### config.mk
export PLATFORM = sky130hd
export DESIGN_NAME = mem_arbiter
export DESIGN_NICKNAME = d
export VERILOG_FILES = /design/src/rtl/mem_arbiter.sv
export SDC_FILE = /design/constraint.sdc
export NUM_CORES = 1
export LEC_CHECK = 0
export CORE_ASPECT_RATIO = 0.75
export CORE_MARGIN = 2
export CORE_UTILIZATION = 37
export CTS_CLUSTER_DIAMETER = 30
export DETAILED_ROUTE_END_ITERATION = 7
export PLACE_DENSITY_LB_ADDON = 0.08
export SYNTH_ARGS = -nofsm -noshare
export SYNTH_HDL_FRONTEND = slang
export SYNTH_SLANG_ARGS = --single-unit
### constraint.sdc
create_clock -name clk -period 6.6 [get_ports clk]
set_input_delay 0.99 -clock clk [delete_from_list [all_inputs] [get_ports clk]]
set_output_delay 0.99 -clock clk [all_outputs]
set_load 0.005 [all_outputs]
### src/rtl/mem_arbiter.sv
`default_nettype none
// ============================================================================
// Module   : mem_arbiter
// Purpose  : Shares one single-port memory between fetch reads and load/store
//            traffic and returns read data to its owner after MEM_LAT cycles.
//            Optional macro ARB_ROUND_ROBIN_EN swaps the starvation FSM for
//            a last-winner round-robin.
// Revision : 1.0 - initial release
// ============================================================================
module mem_arbiter #(
  parameter int ADDR_W     = 32,
  parameter int DATA_W     = 32,
  parameter int MEM_LAT    = 1,
  parameter int STARVE_MAX = 4
) (
  input  logic                clk,
  input  logic                rst,
  input  logic                flush,
  input  logic                if_req,
  input  logic [ADDR_W-1:0]   if_addr,
  output logic                if_gnt,
  output logic                if_rvalid,
  output logic [DATA_W-1:0]   if_rdata,
  output logic                fetch_stall,
  input  logic                ls_req,
  input  logic                ls_we,
  input  logic [DATA_W/8-1:0] ls_be,
  input  logic [ADDR_W-1:0]   ls_addr,
  input  logic [DATA_W-1:0]   ls_wdata,
  output logic                ls_gnt,
  output logic                ls_rvalid,
  output logic [DATA_W-1:0]   ls_rdata,
  output logic                mem_en,
  output logic                mem_we,
  output logic [DATA_W/8-1:0] mem_be,
  output logic [ADDR_W-1:0]   mem_addr,
  output logic [DATA_W-1:0]   mem_wdata,
  input  logic [DATA_W-1:0]   mem_rdata
);

  localparam int c_BE_W = DATA_W / 8;
  localparam int c_TAIL = MEM_LAT - 1;

  logic w_if_req;
  logic w_ls_req;
  logic w_if_gnt;
  logic w_ls_gnt;

  // Flush makes fetch look idle to the arbiter; reset blocks every grant.
  assign w_if_req = if_req & ~flush & ~rst;
  assign w_ls_req = ls_req & ~rst;

`ifdef ARB_ROUND_ROBIN_EN
  logic r_last_ls;

  assign w_if_gnt = w_if_req & (~w_ls_req | r_last_ls);
  assign w_ls_gnt = w_ls_req & ~w_if_gnt;

  always_ff @(posedge clk or posedge rst) begin
    if (rst) begin
      r_last_ls <= 1'b1;
    end else if (w_if_gnt | w_ls_gnt) begin
      r_last_ls <= w_ls_gnt;
    end
  end
`else
  typedef enum logic [0:0] {
    ST_NORMAL      = 1'b0,
    ST_FETCH_FORCE = 1'b1
  } state_t;

  state_t     r_state;
  logic [3:0] r_starve_cnt;
  logic [3:0] w_cnt_inc;

  assign w_cnt_inc = (r_starve_cnt == 4'hF) ? 4'hF : r_starve_cnt + 4'd1;

  always_comb begin
    w_if_gnt = 1'b0;
    w_ls_gnt = 1'b0;
    if (r_state == ST_FETCH_FORCE) begin
      w_if_gnt = w_if_req;
      w_ls_gnt = w_ls_req & ~w_if_req;
    end else begin
      w_ls_gnt = w_ls_req;
      w_if_gnt = w_if_req & ~w_ls_req;
    end
  end

  // FETCH_FORCE lasts exactly one cycle: either fetch wins it or fetch has
  // gone idle, and both cases return to NORMAL with a cleared count.
  always_ff @(posedge clk or posedge rst) begin
    if (rst) begin
      r_state      <= ST_NORMAL;
      r_starve_cnt <= '0;
    end else if (r_state == ST_FETCH_FORCE) begin
      r_state      <= ST_NORMAL;
      r_starve_cnt <= '0;
    end else if (w_if_req & w_ls_gnt) begin
      r_starve_cnt <= w_cnt_inc;
      if (w_cnt_inc >= 4'(STARVE_MAX)) begin
        r_state <= ST_FETCH_FORCE;
      end
    end else begin
      r_starve_cnt <= '0;
    end
  end
`endif

  assign if_gnt      = w_if_gnt;
  assign ls_gnt      = w_ls_gnt;
  assign fetch_stall = if_req & ~w_if_gnt & ~rst;

  assign mem_en    = w_if_gnt | w_ls_gnt;
  assign mem_we    = w_ls_gnt & ls_we;
  assign mem_be    = mem_we ? ls_be : {c_BE_W{mem_en}};
  assign mem_addr  = w_if_gnt ? if_addr : (w_ls_gnt ? ls_addr : '0);
  assign mem_wdata = mem_we ? ls_wdata : '0;

  // Tag pipeline: bit 0 is the newest entry, bit c_TAIL lines up with mem_rdata.
  logic [MEM_LAT-1:0] r_vld;
  logic [MEM_LAT-1:0] r_own_ls;
  logic [MEM_LAT-1:0] r_live;
  logic [MEM_LAT-1:0] w_kill;
  logic               w_rd_gnt;
  logic               w_tail_live;

  assign w_rd_gnt    = w_if_gnt | (w_ls_gnt & ~ls_we);
  assign w_kill      = {MEM_LAT{flush}} & r_vld & ~r_own_ls;
  assign w_tail_live = r_vld[c_TAIL] & r_live[c_TAIL];

  always_ff @(posedge clk or posedge rst) begin
    if (rst) begin
      r_vld    <= '0;
      r_own_ls <= '0;
      r_live   <= '0;
    end else begin
      r_vld    <= MEM_LAT'({r_vld, w_rd_gnt});
      r_own_ls <= MEM_LAT'({r_own_ls, w_ls_gnt});
      r_live   <= MEM_LAT'({r_live & ~w_kill, 1'b1});
    end
  end

  assign if_rvalid = w_tail_live & ~r_own_ls[c_TAIL] & ~flush & ~rst;
  assign ls_rvalid = w_tail_live & r_own_ls[c_TAIL] & ~rst;

  logic [DATA_W-1:0] r_if_rdata;
  logic [DATA_W-1:0] r_ls_rdata;

  always_ff @(posedge clk or posedge rst) begin
    if (rst) begin
      r_if_rdata <= '0;
      r_ls_rdata <= '0;
    end else begin
      if (if_rvalid) r_if_rdata <= mem_rdata;
      if (ls_rvalid) r_ls_rdata <= mem_rdata;
    end
  end

  assign if_rdata = if_rvalid ? mem_rdata : r_if_rdata;
  assign ls_rdata = ls_rvalid ? mem_rdata : r_ls_rdata;

endmodule
`default_nettype wire

==> impl_metrics.env, run 1 <==
export IMPL_status="completed"
export IMPL_yosysTopAreaCell="dfrtp_1"
export IMPL_fin_crit_sh_pct=69.76
export IMPL_antenna_found_initial=0
export IMPL_initial_core_util_pct=37.83
export IMPL_firstDrtPassIters=4
export IMPL_seq_area_frac_synth_pct=49.71
export IMPL_post_cts_setup_buffers=0
export IMPL_dp_hpwl_um=9934
export IMPL_design_core_area_um2=9580
export IMPL_fin_area_um2=6810
export IMPL_grt_pass1_wl_um=19390
export IMPL_gp_congestion=0.8420
export IMPL_slew_headroom_pct=18.34
export IMPL_synth_area_um2=3625
export IMPL_syn_inst=255
export IMPL_p_clk_share_pct=33.8
export IMPL_grt_setup_unrepaired="no"
export IMPL_p_sw_mw=0.3756
export IMPL_die_w_um=118.3
export IMPL_drt_total_wl_um=12760
export IMPL_crit_path_frequent_cell="clkdlybuf4s50_1"
export IMPL_routedLengthMet1_um=5178
export IMPL_ys_ff_latch=72
export IMPL_end_kind="output port"
export IMPL_dr_wl_met2_um=6281
export IMPL_vias=3158
export IMPL_die_area_um2=10610
export IMPL_internal_power_mw=1.314
export IMPL_drcViolationCount=0
export IMPL_whs_ns=0.4899
export IMPL_hold_class="reg2reg"
export IMPL_cp_slowest_stage_delay_ns=0.98
export IMPL_clk_latency_ns=0.33
export IMPL_power_frac_comb_pct=32.7
export IMPL_ys_top_cells_by_area="dfrtp_1 (50%), mux2_4 (24%), a22o_1 (7.7%)"
export IMPL_critPathLaunch="flush"
export IMPL_die_height_um=89.72
export IMPL_postCtsHoldBufs=0
export IMPL_grt_max_degree=71
export IMPL_cp_max_fo=34
export IMPL_grt_ovfl_total=0
export IMPL_layout_setup_ws_ns=1.996
export IMPL_track_usage_pct=24.07
export IMPL_grt_pass1_vias=3356
export IMPL_initialDrtViolationCount=194
export IMPL_path_class="in2out"
export IMPL_dpl_cell_area_um2=6455
export IMPL_timing_rr_start="r_own_ls"
export IMPL_syn_area_per_cell_um2=14.21
export IMPL_dp_cells=650
export IMPL_port_buffers=276
export IMPL_wl_per_cell_um=19.15
export IMPL_nets=668
export IMPL_via_per_inst=4.742
export IMPL_crit_slowest_cell="nor3_4"
export IMPL_worst_ep_arrival_time_ns=3.61
export IMPL_min_from="r_ls_rdata[15]"
export IMPL_powerDensity_nw_per_um2=248.0
export IMPL_fin_cells=666
export IMPL_fp_row_count=31
export IMPL_yosysWarnings=0
export IMPL_drv_slew=0
export IMPL_cts_tree="yes"
export IMPL_ios=277
export IMPL_p_sw_share_pct=22.23
export IMPL_ctsRootBufferMaster="clkbuf_16"
export IMPL_max_cap_viol_count=0
export IMPL_async_flop_share_pct=100.0
export IMPL_pwr_share_seq_pct=33.5
export IMPL_startpoint_type="primary input"
export IMPL_hold_violations=0
export IMPL_synth_ff_type="dfrtp_1"
export IMPL_top_layer_used="met4"
export IMPL_ir_worst_vdd_mv=0.1449
export IMPL_required_ns=5.61
export IMPL_worst_pin_slew_ns=1.221
export IMPL_cts_sinks=72
export IMPL_setup_viol=0
export IMPL_leakage_nw=3.031
export IMPL_period_minus_slack_ns=4.604
export IMPL_setup_tns_final_ns=0
export IMPL_layout_drive_gt1_share_pct=16.85
export IMPL_path_cells="clkdlybuf4s50_1 -> nand2b_1 -> nor3_4 -> a22o_1 -> clkdlybuf4s50_1"
export IMPL_htreeDepth=3
export IMPL_numCtsBuffers=9
export IMPL_syn2layout_area_growth_pct=87.88
export IMPL_clkSlewWorstSetupHoldPaths_ns=0.05
export IMPL_synth_top_cell_area_share_pct=49.71
export IMPL_fin_skew_ns=0.008945
export IMPL_synth_most_common_cell="dfrtp_1"
export IMPL_place_ws_ns=2.014
export IMPL_cts_buffer_depth=2
export IMPL_ant_nets=0
export IMPL_ctsResizeCount=0
export IMPL_fmax_ghz=0.2172
export IMPL_synth_edf_count=0
export IMPL_wl_met3_um=973
export IMPL_synth_commonest_cells="dfrtp_1 (72), mux2_4 (58), and2_1 (34), a22o_1 (32), buf_2 (7)"
export IMPL_num_antenna_cells=0
export IMPL_syn_num_nets=394
export IMPL_synth_distinct_cells=30
==> registers in the layout (all words and copies together), names as in the netlist <==
register and cells:
r_ls_rdata 32, r_if_rdata 32, r_vld 1, r_live 1, r_own_ls 1, r_state 1, r_starve_cnt 4
==> per-layer routing <==
layer | global-route usage, % | vias up
met5 | 0 | -
met2 | 39.93 | 157
met4 | 9.337 | 0
met3 | 7.107 | 20
li1 | - | 1455
met1 | 29.54 | 1526
==> power by group through the flow <==
stage | logic [mW] | registers (mW) | clock network (mW)
floorplan | 0.209 | 0.561 | 0
global placement | 0.547 | 0.568 | 0
detailed placement | 0.555 | 0.571 | 0
CTS | 0.560 | 0.565 | 0.584
global route | 0.587 | 0.573 | 0.608
finish | 0.553 | 0.566 | 0.571
==> worst max-delay path, delay by kind of cell <==
family | cells | cell delay [ns]
AOI/OAI and AO/OA | 1 | 0.35
and+or+nand+nor | 2 | 1.22
buffers and inverters | 2 | 1.05
==> cell families after synthesis <==
| group | synth area share, % |
|---|---|
| DFF | 49.71 |
| and+or+nand+nor | 10.11 |
| AOI/OAI and AO/OA | 10.11 |
| adders and majority gates | 0.3451 |
| muxes | 25.89 |
| other | 0.1035 |
| buffers and inverters | 3.728 |
==> layout by cell type, fill, tap and decap left out, types with 2 or more instances in the layout <==
cell type,count
nand2b_1,2
inv_1,5
a211oi_1,2
clkdlybuf4s50_1,276
o21a_1,5
nand2_1,2
nand4_4,2
and2_1,34
a21oi_1,3
nor2b_1,3
buf_4,2
a22o_1,32
clkbuf_8,2
mux2_2,6
dfrtp_1,72
bufinv_16,3
mux2_4,58
clkbuf_16,9
==> worst paths after layout <==
check / end / slack, ns / cells after the start
setup / recovery: mem_addr[28] / 2.00 / 5
max in group asynchronous: r_ls_rdata[15] / 4.44 / 3
setup reg to reg: r_if_rdata[19] / 4.63 / 3
hold reg to reg: r_ls_rdata[15] / 0.49 / 1
hold / removal: r_ls_rdata[15] / 0.49 / 1
min in group asynchronous: r_if_rdata[31] / 1.06 / 2
==> through the flow <==
step | utilization, % | total power [mW]
3_5_place_dp | 67.38 | 1.126
4_1_cts | 71.09 | 1.710
3_3_place_gp | 67.38 | 1.115
2_1_floorplan | - | 0.7699
5_1_grt | 71.09 | 1.767
6_report | 71.09 | 1.689
==> layout make-up <==
class | instances | area (um2)
repair buffers | 278 | 2778
inverters | 6 | 22.52
fillers | 710 | 2770
well taps | 132 | 165.2
multi-input cells | 162 | 1688
flip-flops and latches | 72 | 1802
clock inverters | 4 | 98.84
clock buffers | 12 | 256.5
Power figures use the tool's default switching activity.
==> inputs of run 2 (changes only) <==
--- a/config.mk
+++ b/config.mk
@@ -7,7 +7,7 @@
 export LEC_CHECK = 0
 export CORE_ASPECT_RATIO = 0.75
 export CORE_MARGIN = 2
-export CORE_UTILIZATION = 37
+export CORE_UTILIZATION = 34
 export CTS_CLUSTER_DIAMETER = 30
 export DETAILED_ROUTE_END_ITERATION = 7
 export PLACE_DENSITY_LB_ADDON = 0.08
==> constraint.sdc (replaced) <==
create_clock -name clk -period 4.52 [get_ports clk]
set_input_delay 0.678 -clock clk [delete_from_list [all_inputs] [get_ports clk]]
set_output_delay 0.678 -clock clk [all_outputs]
set_load 0.005 [all_outputs]
==> run 2 against run 1 <==
Count of clock-buffer cells in the layout down 2; critical path depth unchanged; global-route usage down 2.4 points; register-to-register slack worse by 2.1 ns; total power up 38%; sequential share of layout area up 0.14 points; worst hold slack better by 0.0015 ns; flip-flop and latch count unchanged; sequential power up 46%; setup slack worse by 1.3 ns; clock power up 21%; critical endpoint is now if_rdata[19].
==> impl_metrics.env, run 2 (same netlist as run 1, synthesis figures left out) <==
export IMPL_nFillCells=835
export IMPL_end_kind="output port"
export IMPL_cts_buffer_depth=2
export IMPL_antenna_found_initial=0
export IMPL_clk_latency_ns=0.32
export IMPL_firstDrtPassIters=4
export IMPL_syn2layout_area_growth_pct=86.88
export IMPL_crit_slowest_cell="nand4_4"
export IMPL_setup_viol=0
export IMPL_cp_slowest_stage_delay_ns=0.68
export IMPL_drcViolationCount=0
export IMPL_period_minus_slack_ns=3.796
export IMPL_layout_setup_ws_ns=0.7244
export IMPL_die_height_um=93.42
export IMPL_initialDrtViolationCount=123
export IMPL_die_area_um2=11510
export IMPL_slew_headroom_pct=39.53
export IMPL_via_per_inst=4.606
export IMPL_reg_largest_list="r_if_rdata: 32 flops, r_ls_rdata: 32 flops, r_starve_cnt: 4 flops"
export IMPL_leakage_nw=3.010
export IMPL_setup_tns_final_ns=0
export IMPL_max_cap_viol_count=0
export IMPL_crit_path_frequent_cell="clkdlybuf4s50_1"
export IMPL_port_buffers=276
export IMPL_htreeDepth=3
export IMPL_place_ws_ns=0.6788
export IMPL_dp_hpwl_um=10030
export IMPL_worst_ep_arrival_time_ns=3.12
export IMPL_postCtsHoldBufs=0
export IMPL_post_cts_setup_buffers=0
export IMPL_fmax_ghz=0.2635
export IMPL_hold_violations=0
export IMPL_initial_core_util_pct=35.09
export IMPL_postLayoutCoreUtil_pct=65.58
export IMPL_num_antenna_cells=0
export IMPL_wl_per_cell_um=18.86
export IMPL_final_common_cell="clkdlybuf4s50_1"
export IMPL_path_buf_inv=3
export IMPL_grt_pass1_wl_um=18640
export IMPL_powerDensity_nw_per_um2=342.9
export IMPL_startpoint_type="primary input"
export IMPL_vias=3095
export IMPL_nets=670
export IMPL_track_usage_pct=21.66
export IMPL_grt_pass1_vias=3206
export IMPL_path_class="in2out"
export IMPL_drt_total_wl_um=12680
export IMPL_ant_nets=0
export IMPL_ctsResizeCount=0
export IMPL_design_core_area_um2=10330
export IMPL_regArea_um2=1802
export IMPL_fin_crit_sh_pct=83.97
export IMPL_worst_pin_slew_ns=0.9053
export IMPL_ctsRootBufferMaster="clkbuf_16"
export IMPL_status="completed"
export IMPL_path_delay_family="buffers and inverters"
export IMPL_die_w_um=123.2
export IMPL_most_common_layout_cells="clkdlybuf4s50_1 (276), dfrtp_1 (72), mux2_4 (58)"
export IMPL_path_cells="clkdlybuf4s50_1 -> clkinv_2 -> nand4_4 -> mux2_4 -> clkdlybuf4s50_1"
export IMPL_grt_setup_unrepaired="no"
export IMPL_drv_slew=0
export IMPL_numCtsBuffers=9
export IMPL_cts_tree="yes"
export IMPL_layout_drive_gt1_share_pct=17.16
export IMPL_required_ns=3.84
export IMPL_multi_input_area_um2=1688
export IMPL_gp_congestion=0.7760
export IMPL_hold_class="reg2reg"
export IMPL_grt_max_degree=41
export IMPL_fp_row_count=32
export IMPL_ir_worst_vdd_mv=0.1932
export IMPL_clkSlewWorstSetupHoldPaths_ns=0.06
export IMPL_ios=277
export IMPL_grt_ovfl_total=0
export IMPL_cts_sinks=72
export IMPL_p_total_mw=2.323
export IMPL_cp_max_fo=33
export IMPL_fin_skew_ns=0.005070
-- run 2: worst reg2reg max path, stage by stage, from the launching register on --
cell	delay, ns
dfrtp_1	0.42
nor2_2	0.17
nand4_4	0.71
mux2_4	0.60
-- run 2: stage by stage --
stage / area [um2] / cells / hold WS, ns
detailed placement: 6476 / 656 / 0.4761
finish: 6774 / 672 / 0.4913
global placement: 6476 / 656 / 0.4752
floorplan: 3625 / 255 / 0.4650
CTS: 6774 / 672 / 0.4926
global route: 6774 / 672 / 0.5002
-- run 2: layout make-up --
| cell class | instances | share of cell area [%] |
|---|---|---|
| clock inverter | 6 | 1.016 |
| clock buffer | 10 | 3.380 |
| multi-input combinational | 162 | 24.92 |
| timing repair buffer | 280 | 41.23 |
| tap | 136 | 2.512 |
| sequential | 72 | 26.60 |
| inverter | 6 | 0.3509 |
-- run 2: final timing paths --
check / startpoint / to / slack [ns] / depth (start not counted)
max reg2reg: r_own_ls / r_if_rdata[15] / 2.50 / 3
min in group asynchronous: rst / r_vld / 1.03 / 3
max: rst / if_rdata[19] / 0.72 / 5
max in group asynchronous: rst / r_ls_rdata[11] / 3.11 / 3
min reg2reg: r_if_rdata[24] / r_if_rdata[24] / 0.49 / 1
min: r_if_rdata[24] / r_if_rdata[24] / 0.49 / 1
-- run 2: routing by layer --
layer | vias to the layer above | part of all wire (%) | track usage, %
met3 | 4 | 7.0 | 6.707
met1 | 1503 | 43 | 28.42
li1 | 1462 | - | -
met2 | 126 | 50 | 35.62
met4 | 0 | 0.45 | 3.693
met5 | - | 0 | 0
-- run 2: power breakdown --
part,internal (mW),switching [mW]
registers,0.782,0.0433
logic,0.566,0.239
clock network,0.430,0.263
total,1.78,0.546
==> inputs of run 3 (changes only) <==
==> constraint.sdc (replaced) <==
create_clock -name clk -period 3.95 [get_ports clk]
set_input_delay 0.5925 -clock clk [delete_from_list [all_inputs] [get_ports clk]]
set_output_delay 0.5925 -clock clk [all_outputs]
set_load 0.005 [all_outputs]
==> run 3 against run 2 <==
Non-clock buffer count increased by 3; first-iteration DRC count rose by 26%; via count decreased by 0.16%; flip-flop and latch count stayed put; core utilization about the same; count of clock-buffer cells in the layout rose by 1; largest power group unchanged; highest routed layer unchanged.
==> impl_metrics.env, run 3 (same netlist as run 1, synthesis figures left out) <==
export IMPL_post_cts_setup_buffers=0
export IMPL_hold_violations=0
export IMPL_numCtsBuffers=9
export IMPL_reg_largest_list="r_if_rdata: 32 flops, r_ls_rdata: 32 flops, r_starve_cnt: 4 flops"
export IMPL_place_ws_ns=0.5027
export IMPL_clk_latency_ns=0.32
export IMPL_design_core_area_um2=10330
export IMPL_powerDensity_nw_per_um2=378.0
export IMPL_die_area_um2=11510
export IMPL_drt_total_wl_um=12640
export IMPL_syn2layout_area_growth_pct=87.02
export IMPL_slew_headroom_pct=49.78
export IMPL_grt_pass1_wl_um=18510
export IMPL_final_common_cell="clkdlybuf4s50_1"
export IMPL_grt_max_degree=44
export IMPL_dp_hpwl_um=10250
export IMPL_initialDrtViolationCount=155
export IMPL_max_cap_viol_count=0
export IMPL_cp_slowest_stage_delay_ns=0.60
export IMPL_track_usage_pct=21.52
export IMPL_ant_nets=0
export IMPL_cts_buffer_depth=2
export IMPL_cts_tree="yes"
export IMPL_ios=277
export IMPL_fin_skew_ns=0.004272
export IMPL_vias=3090
export IMPL_nets=673
export IMPL_htreeDepth=3
export IMPL_setup_tns_final_ns=0
export IMPL_layout_drive_gt1_share_pct=17.29
export IMPL_crit_path_frequent_cell="clkdlybuf4s50_1"
export IMPL_gp_congestion=0.7734
export IMPL_grt_pass1_vias=3260
export IMPL_multi_input_area_um2=1688
export IMPL_fin_crit_sh_pct=88.54
export IMPL_path_delay_family="buffers and inverters"
export IMPL_crit_slowest_cell="inv_1"
export IMPL_path_class="in2out"
export IMPL_dp_cells=659
export IMPL_cp_max_fo=33
export IMPL_drv_slew=0
export IMPL_r2r_cells=4
export IMPL_hold_depth=1
export IMPL_port_buffers=276
export IMPL_status="completed"
export IMPL_die_height_um=93.42
export IMPL_nFillCells=802
export IMPL_via_per_inst=4.585
export IMPL_setup_viol=0
export IMPL_leakage_nw=3.018
export IMPL_grt_ovfl_total=0
export IMPL_most_common_layout_cells="clkdlybuf4s50_1 (276), dfrtp_1 (72), mux2_4 (58)"
export IMPL_postLayoutCoreUtil_pct=65.63
export IMPL_end_kind="output port"
export IMPL_worst_ep_arrival_time_ns=2.90
export IMPL_drcViolationCount=0
export IMPL_firstDrtPassIters=4
export IMPL_path_cells="clkdlybuf4s50_1 -> nor2b_1 -> nand3_2 -> inv_1 -> and2_1 -> clkdlybuf4s50_1"
export IMPL_initial_core_util_pct=35.09
export IMPL_worst_pin_slew_ns=0.7524
export IMPL_die_w_um=123.2
export IMPL_ir_worst_vdd_mv=0.2474
export IMPL_ctsRootBufferMaster="clkbuf_16"
export IMPL_num_antenna_cells=0
export IMPL_fp_row_count=32
export IMPL_clkSlewWorstSetupHoldPaths_ns=0.05
export IMPL_layout_setup_ws_ns=0.4526
export IMPL_fin_cells=674
export IMPL_worst_path_stages=6
export IMPL_ctsResizeCount=0
export IMPL_hold_class="reg2reg"
export IMPL_cts_sinks=72
export IMPL_path_buf_inv=3
export IMPL_regArea_um2=1802
export IMPL_fmax_ghz=0.2859
export IMPL_required_ns=3.36
export IMPL_whs_ns=0.4882
export IMPL_wl_per_cell_um=18.75
export IMPL_antenna_found_initial=1
export IMPL_startpoint_type="primary input"
export IMPL_period_minus_slack_ns=3.497
export IMPL_postCtsHoldBufs=0
export IMPL_grt_setup_unrepaired="no"
==> run 3: cell types whose count changed in the layout (fill, tap and decap cells not counted) <==
cell,delta
buf_12,+2
buf_4,+1
bufinv_16,-1
clkbuf_1,+1
clkinv_2,+2
clkinv_4,-2
inv_6,-1
==> run 3: layout make-up <==
class,count,share of cell area (%)
Sequential cell,72,26.58
Clock inverter,4,0.3322
Timing Repair Buffer,283,41.90
Inverter,6,0.3507
Tap cell,136,2.510
Multi-Input combinational cell,162,24.90
Clock buffer,11,3.433
==> run 3: per-layer routing <==
| metal | track usage, % | wire, um | vias up | share of wire [%] |
|---|---|---|---|---|
| li1 | - | - | 1475 | - |
| met1 | 27.30 | 5049 | 1470 | 40 |
| met2 | 35.81 | 6254 | 134 | 49 |
| met3 | 6.829 | 1171 | 11 | 9.3 |
| met4 | 4.830 | 162 | 0 | 1.3 |
| met5 | 0 | 0 | - | 0 |
==> run 3: power by group <==
group          internal [mW]  total (mW)  switching, mW
Sequential             0.895       0.943         0.0482
Combinational          0.648       0.920          0.272
Clock                  0.418       0.700          0.282
==> run 3: stage by stage <==
stage               area [um2]  total power [mW]
detailed placement        6524             1.881
finish                    6779             2.562
global route              6779             2.700
CTS                       6779             2.599
floorplan                 3625             1.286
global placement          6524             1.866
==> run 3: path summary, 6_finish.rpt <==
path	from	end	slack, ns
max	rst	mem_wdata[0]	0.45
min	r_ls_rdata[27]	r_ls_rdata[27]	0.49
max reg2reg	r_own_ls	r_if_rdata[17]	2.10
min reg2reg	r_ls_rdata[27]	r_ls_rdata[27]	0.49
max in group asynchronous	rst	r_if_rdata[20]	2.60
min in group asynchronous	rst	r_if_rdata[6]	0.90
==> run 3: worst register-to-register path: cells and delay by family, from the launching register on <==
kind,cells,cell delay (ns)
multiplexers,1,0.32
buffers and inverters,1,0.37
AND/OR/NAND/NOR,2,0.63
flip-flops,1,0.41
